==> config.mk <==
export PLATFORM = sky130hd
export DESIGN_NAME = joy_serial_scan
export DESIGN_NICKNAME = d
export VERILOG_FILES = /design/src/rtl/joy_serial_scan.sv
export SDC_FILE = /design/constraint.sdc
export NUM_CORES = 1
export LEC_CHECK = 0
export ABC_AREA = 1
export CAP_MARGIN = 40
export CELL_PAD_IN_SITES_DETAIL_PLACEMENT = 1
export CELL_PAD_IN_SITES_GLOBAL_PLACEMENT = 1
export CORE_ASPECT_RATIO = 0.9
export CORE_UTILIZATION = 45
export CTS_BUF_LIST = sky130_fd_sc_hd__clkbuf_16
export DETAILED_ROUTE_END_ITERATION = 8
export PLACE_DENSITY_LB_ADDON = 0.1
export SLEW_MARGIN = 20
export SYNTH_ARGS = -nofsm -noshare
export SYNTH_HDL_FRONTEND = slang
export SYNTH_SLANG_ARGS = --single-unit
export TNS_END_PERCENT = 20
==> constraint.sdc <==
create_clock -name clk -period 3.3 [get_ports clk]
set_clock_uncertainty 0.05 [all_clocks]
set_input_delay 0.99 -clock clk [delete_from_list [all_inputs] [get_ports clk]]
set_output_delay 0.99 -clock clk [all_outputs]
set_load 0.02 [all_outputs]
==> src/rtl/joy_serial_scan.sv <==
// Serial pad-chain scanner: drives load/clock to a PISO chain, deserialises the
// active-low stream and publishes filtered per-player buttons plus presence.
module joy_serial_scan #(
  parameter int PLAYERS  = 2,
  parameter int BITS     = 12,
  parameter int CLK_DIV  = 12,
  parameter int MARK_BIT = 11,
  parameter int FILTER   = 1
) (
  input  logic                      clk,
  input  logic                      reset,
  input  logic                      enable,
  input  logic                      joy_data,
  output logic                      joy_clk,
  output logic                      joy_load,
  output logic [PLAYERS*BITS-1:0]   joy_out,
  output logic [PLAYERS-1:0]        present,
  output logic                      frame_strobe
);
  localparam int N  = PLAYERS * BITS;
  localparam int CW = $clog2(CLK_DIV);
  localparam int BW = (N > 1) ? $clog2(N) : 1;

  typedef enum logic [1:0] {IDLE, LOAD, SHIFT, DONE} state_t;

  state_t          state, state_n;
  logic [CW-1:0]   div;
  logic            tick;
  logic [BW-1:0]   bitcnt, bitcnt_n;
  logic [N-1:0]    raw, raw_n, prev, prev_n;
  logic            clk_n, load_n, strobe_n;
  logic [N-1:0]    out_n, joy_dec;
  logic [PLAYERS-1:0] pres_n, pres_dec;

  assign tick = (div == CW'(CLK_DIV - 1));

  // A pad with its marker bit high is treated as unplugged and reads as idle.
  for (genvar p = 0; p < PLAYERS; p++) begin : g_dec
    assign pres_dec[p]               = ~raw[p*BITS + MARK_BIT];
    assign joy_dec[p*BITS +: BITS]   = pres_dec[p] ? ~raw[p*BITS +: BITS] : '0;
  end

  always_ff @(posedge clk) begin
    if (reset) begin
      state        <= IDLE;
      div          <= '0;
      bitcnt       <= '0;
      raw          <= '0;
      prev         <= '0;
      joy_clk      <= 1'b0;
      joy_load     <= 1'b1;
      joy_out      <= '0;
      present      <= '0;
      frame_strobe <= 1'b0;
    end else begin
      state        <= state_n;
      div          <= tick ? '0 : div + 1'b1;
      bitcnt       <= bitcnt_n;
      raw          <= raw_n;
      prev         <= prev_n;
      joy_clk      <= clk_n;
      joy_load     <= load_n;
      joy_out      <= out_n;
      present      <= pres_n;
      frame_strobe <= strobe_n;
    end
  end

  always_comb begin
    state_n  = state;
    bitcnt_n = bitcnt;
    raw_n    = raw;
    prev_n   = prev;
    clk_n    = joy_clk;
    load_n   = joy_load;
    out_n    = joy_out;
    pres_n   = present;
    strobe_n = 1'b0;
    case (state)
      IDLE: if (tick && enable) begin
        state_n = LOAD;
        load_n  = 1'b0;
      end
      LOAD: if (tick) begin
        state_n  = SHIFT;
        load_n   = 1'b1;
        bitcnt_n = '0;
      end
      SHIFT: if (tick) begin
        if (!joy_clk) begin
          raw_n[bitcnt] = joy_data;
          // Last bit is sampled without a trailing clock edge, so joy_clk ends low.
          if (bitcnt == BW'(N - 1)) state_n = DONE;
          else begin
            bitcnt_n = bitcnt + 1'b1;
            clk_n    = 1'b1;
          end
        end else begin
          clk_n = 1'b0;
        end
      end
      DONE: begin
        strobe_n = 1'b1;
        prev_n   = raw;
        if (FILTER == 0 || raw == prev) begin
          out_n  = joy_dec;
          pres_n = pres_dec;
        end
        state_n = IDLE;
      end
      default: state_n = IDLE;
    endcase
  end
endmodule

==> run metrics <==
vias per inst=5.24; # IOs=33; Core Util, Final=a little over half; endpoints failing hold=0; Clk pwr share=33.1%; RSZ-0062 raised after global routing=no; fin crit share=around 73%; met3 Use GR=a little under 5%; first-pass GRT wire length=20.6 mm; Sw Ratio=approximately a third; startpoint types=flip-flop; sequential power share=a little over two fifths; clock transition at the registers of the reported paths=around 60 ps; Initial Util=about 47%; status=complete, no violations; synthesized cell area=0.00427 sq mm; M2 GR Usage=approximately 47%; combinational power share=between 20% and 30%; switching power=between 0.9 and 1 mW; hpwl dp=about 9.4 mm; die area=around 0.0099 sq mm; ant diodes=0; Power Total=~2.7 mW; Max Root-Sink Buffers=2; sequential area share after synthesis=40.4%; P&R area growth vs syn=15.9%; Synth area leaders=dfxtp_1 (40%), nand2_1 (13%), nor2_1 (8.4%); shortest period the worst path allows=roughly 2400 ps; PortBufs=32; WP data arrival=2610 ps; Worst Path Required=3490 ps; Max transition margin=between 40% and 50%; GRT Total Usage=27.1%; PD cells=roughly 560 mW/mm^2; fmax=about 410 MHz; Final #Nets=a little under 700; # rows=33; number of library cell types mapped by synthesis=29; share of cells above drive strength 1=under 10%; grt total ovfl=0; Synth Warn #=0; crit-path max FO=26; # DRC=0; syn avg cell area=~6.6 sq um; drt first pass iters=4; Hold Buf Count CTS=0; Worst-Margin Slew=about 770 ps; leading area contributor after synthesis=dfxtp_1; Final Max Slew Viols=0; worst skew pair latency=between 300 and 400 ps; Mapped Cells=646; detailed-route wire length per cell=approximately 16 microns; DRT Wirelength=~13 mm; Pint=1.84 mW; Setup TNS=0 ps; vias in the first global route=4264; syn nets=660; Core Box Area=between 0.009 and 0.01 sq mm; largest net degree at the start of global routing=between 40 and 50; Peak supply drop=about 0.32 mV; met1 Resource Use GR=approximately a third; clock sinks=86; die width=105 microns; DRT antenna net count=0; Synth top area share=40.4%; Post-CTS Setup Repair Bufs=0; # setup viols final=0; initial antenna violation count=0; Worst Hold Class=flip-flop to flip-flop; Worst setup EP type=flip-flop; routability cong.=between 0.9 and 1; Yosys reg bits=86; H-tree Lvls=3; Max Cap Viol=0; CTS tree=yes; vias=between 4000 and 5000; CTS Buf Count=9; Crit Path Class=flip-flop to flip-flop; design area=around 0.0049 sq mm; GR peak layer=met2; placement-stage cell area=~0.0047 sq mm; P_leak=roughly 2.2 nW; Die Y=94.4 microns; post-CTS sizing=0; fill cell count=1255; clk root buf=clkbuf_16; DR iter-0 viols=roughly 180
-- metrics by stage --
step                      hold WS (ps)  std cells  setup WS [ps]
final                              395        798            882
after floorplan                    368        646           1640
after global routing               433        798            636
after global placement             380        782            808
after detailed placement           385        782            790
after CTS                          399        797            882
-- synth_stat cells, drive strengths merged --
master,instances
nand2,157
nor2,103
dfxtp,86
inv,85
o21ai,56
a21oi,54
nand3,45
clkbuf,16
ha,10
buf,8
nor3,8
xnor2,6
xor2,3
nand3b,2
nand4,2
or2,2
a31oi,1
clkinv,1
o31ai,1
-- power by group through the flow --
stage / clock network [mW] / logic (mW) / registers, mW
2_1_floorplan: 0 / 0.421 / 1.22
3_3_place_gp: 0 / 0.631 / 1.19
3_5_place_dp: 0 / 0.660 / 1.19
4_1_cts: 0.932 / 0.667 / 1.17
5_1_grt: 0.960 / 0.747 / 1.18
6_report: 0.907 / 0.667 / 1.17
-- kinds of logic after synthesis --
group                      after synthesis  synth area share (%)
and+or+nand+nor                        319                  31.3
AOI/OAI and AO/OA                      112                  13.3
xor gates and xnor gates                 9                  1.85
adders and majority gates               10                  2.93
DFF                                     86                  40.4
buffers and inverters                  110                  10.2
-- final timing paths --
check / slack (ps) / end / cells after the start / startpoint
setup / recovery: 880 / joy_out[13] / 11 / state[1]
setup reg to reg: 880 / joy_out[13] / 11 / state[1]
hold / removal: 390 / div[0] / 1 / div[0]
hold reg to reg: 390 / div[0] / 1 / div[0]
-- worst max-delay path, cell delays in order (launching register included) --
cell	delay (ps)
dfxtp_1	350
ha_1	180
buf_4	280
nand2_2	110
nand2_2	110
nand2_1	60
nor2_2	120
nand3_1	110
nor2_1	620
nand3_1	170
nand2_1	120
nor2_1	40
-- final cells by class --
| cell class | instances | area (sq um) | share of cell area, % |
|---|---|---|---|
| clock buffer | 9 | 225 | 4.56 |
| clock inverter | 6 | 31.3 | 0.633 |
| inverter | 86 | 323 | 6.53 |
| multi-input combinational | 450 | 2110 | 42.7 |
| sequential | 86 | 1720 | 34.8 |
| tap | 122 | 153 | 3.09 |
| timing repair buffer | 39 | 380 | 7.69 |
-- layout by cell type (no fill, tap or decap), types with 2 or more instances in the layout --
cell type / synthesis / routed
nand4_1: 2 / 2
nor3_1: 8 / 8
nand2_2: 5 / 5
dfxtp_1: 86 / 86
inv_2: 13 / 13
clkinv_1: 1 / 3
clkdlybuf4s50_1: 0 / 32
nand3_1: 44 / 44
nand2_1: 152 / 152
o21ai_0: 55 / 55
clkbuf_16: 0 / 9
xor2_1: 3 / 3
inv_1: 72 / 73
clkinvlp_4: 0 / 2
xnor2_1: 6 / 6
ha_1: 10 / 10
buf_4: 3 / 6
a21oi_1: 54 / 54
nand3b_1: 2 / 2
nor2_2: 6 / 6
or2_2: 2 / 2
nor2_1: 95 / 95
-- layer usage --
metal	wire length, microns	part of all wire [%]
met3	453	3.6
met5	0	0
met2	6200	49
met4	113	0.89
met1	5980	47
-- sequential cells by signal (all words and copies together), names as in the netlist --
register      flops
div               4
raw              24
present           1
bitcnt            5
joy_load          1
state             2
joy_clk           1
joy_out          23
prev             24
frame_strobe      1
No activity file was read; power rests on OpenSTA's default activity.
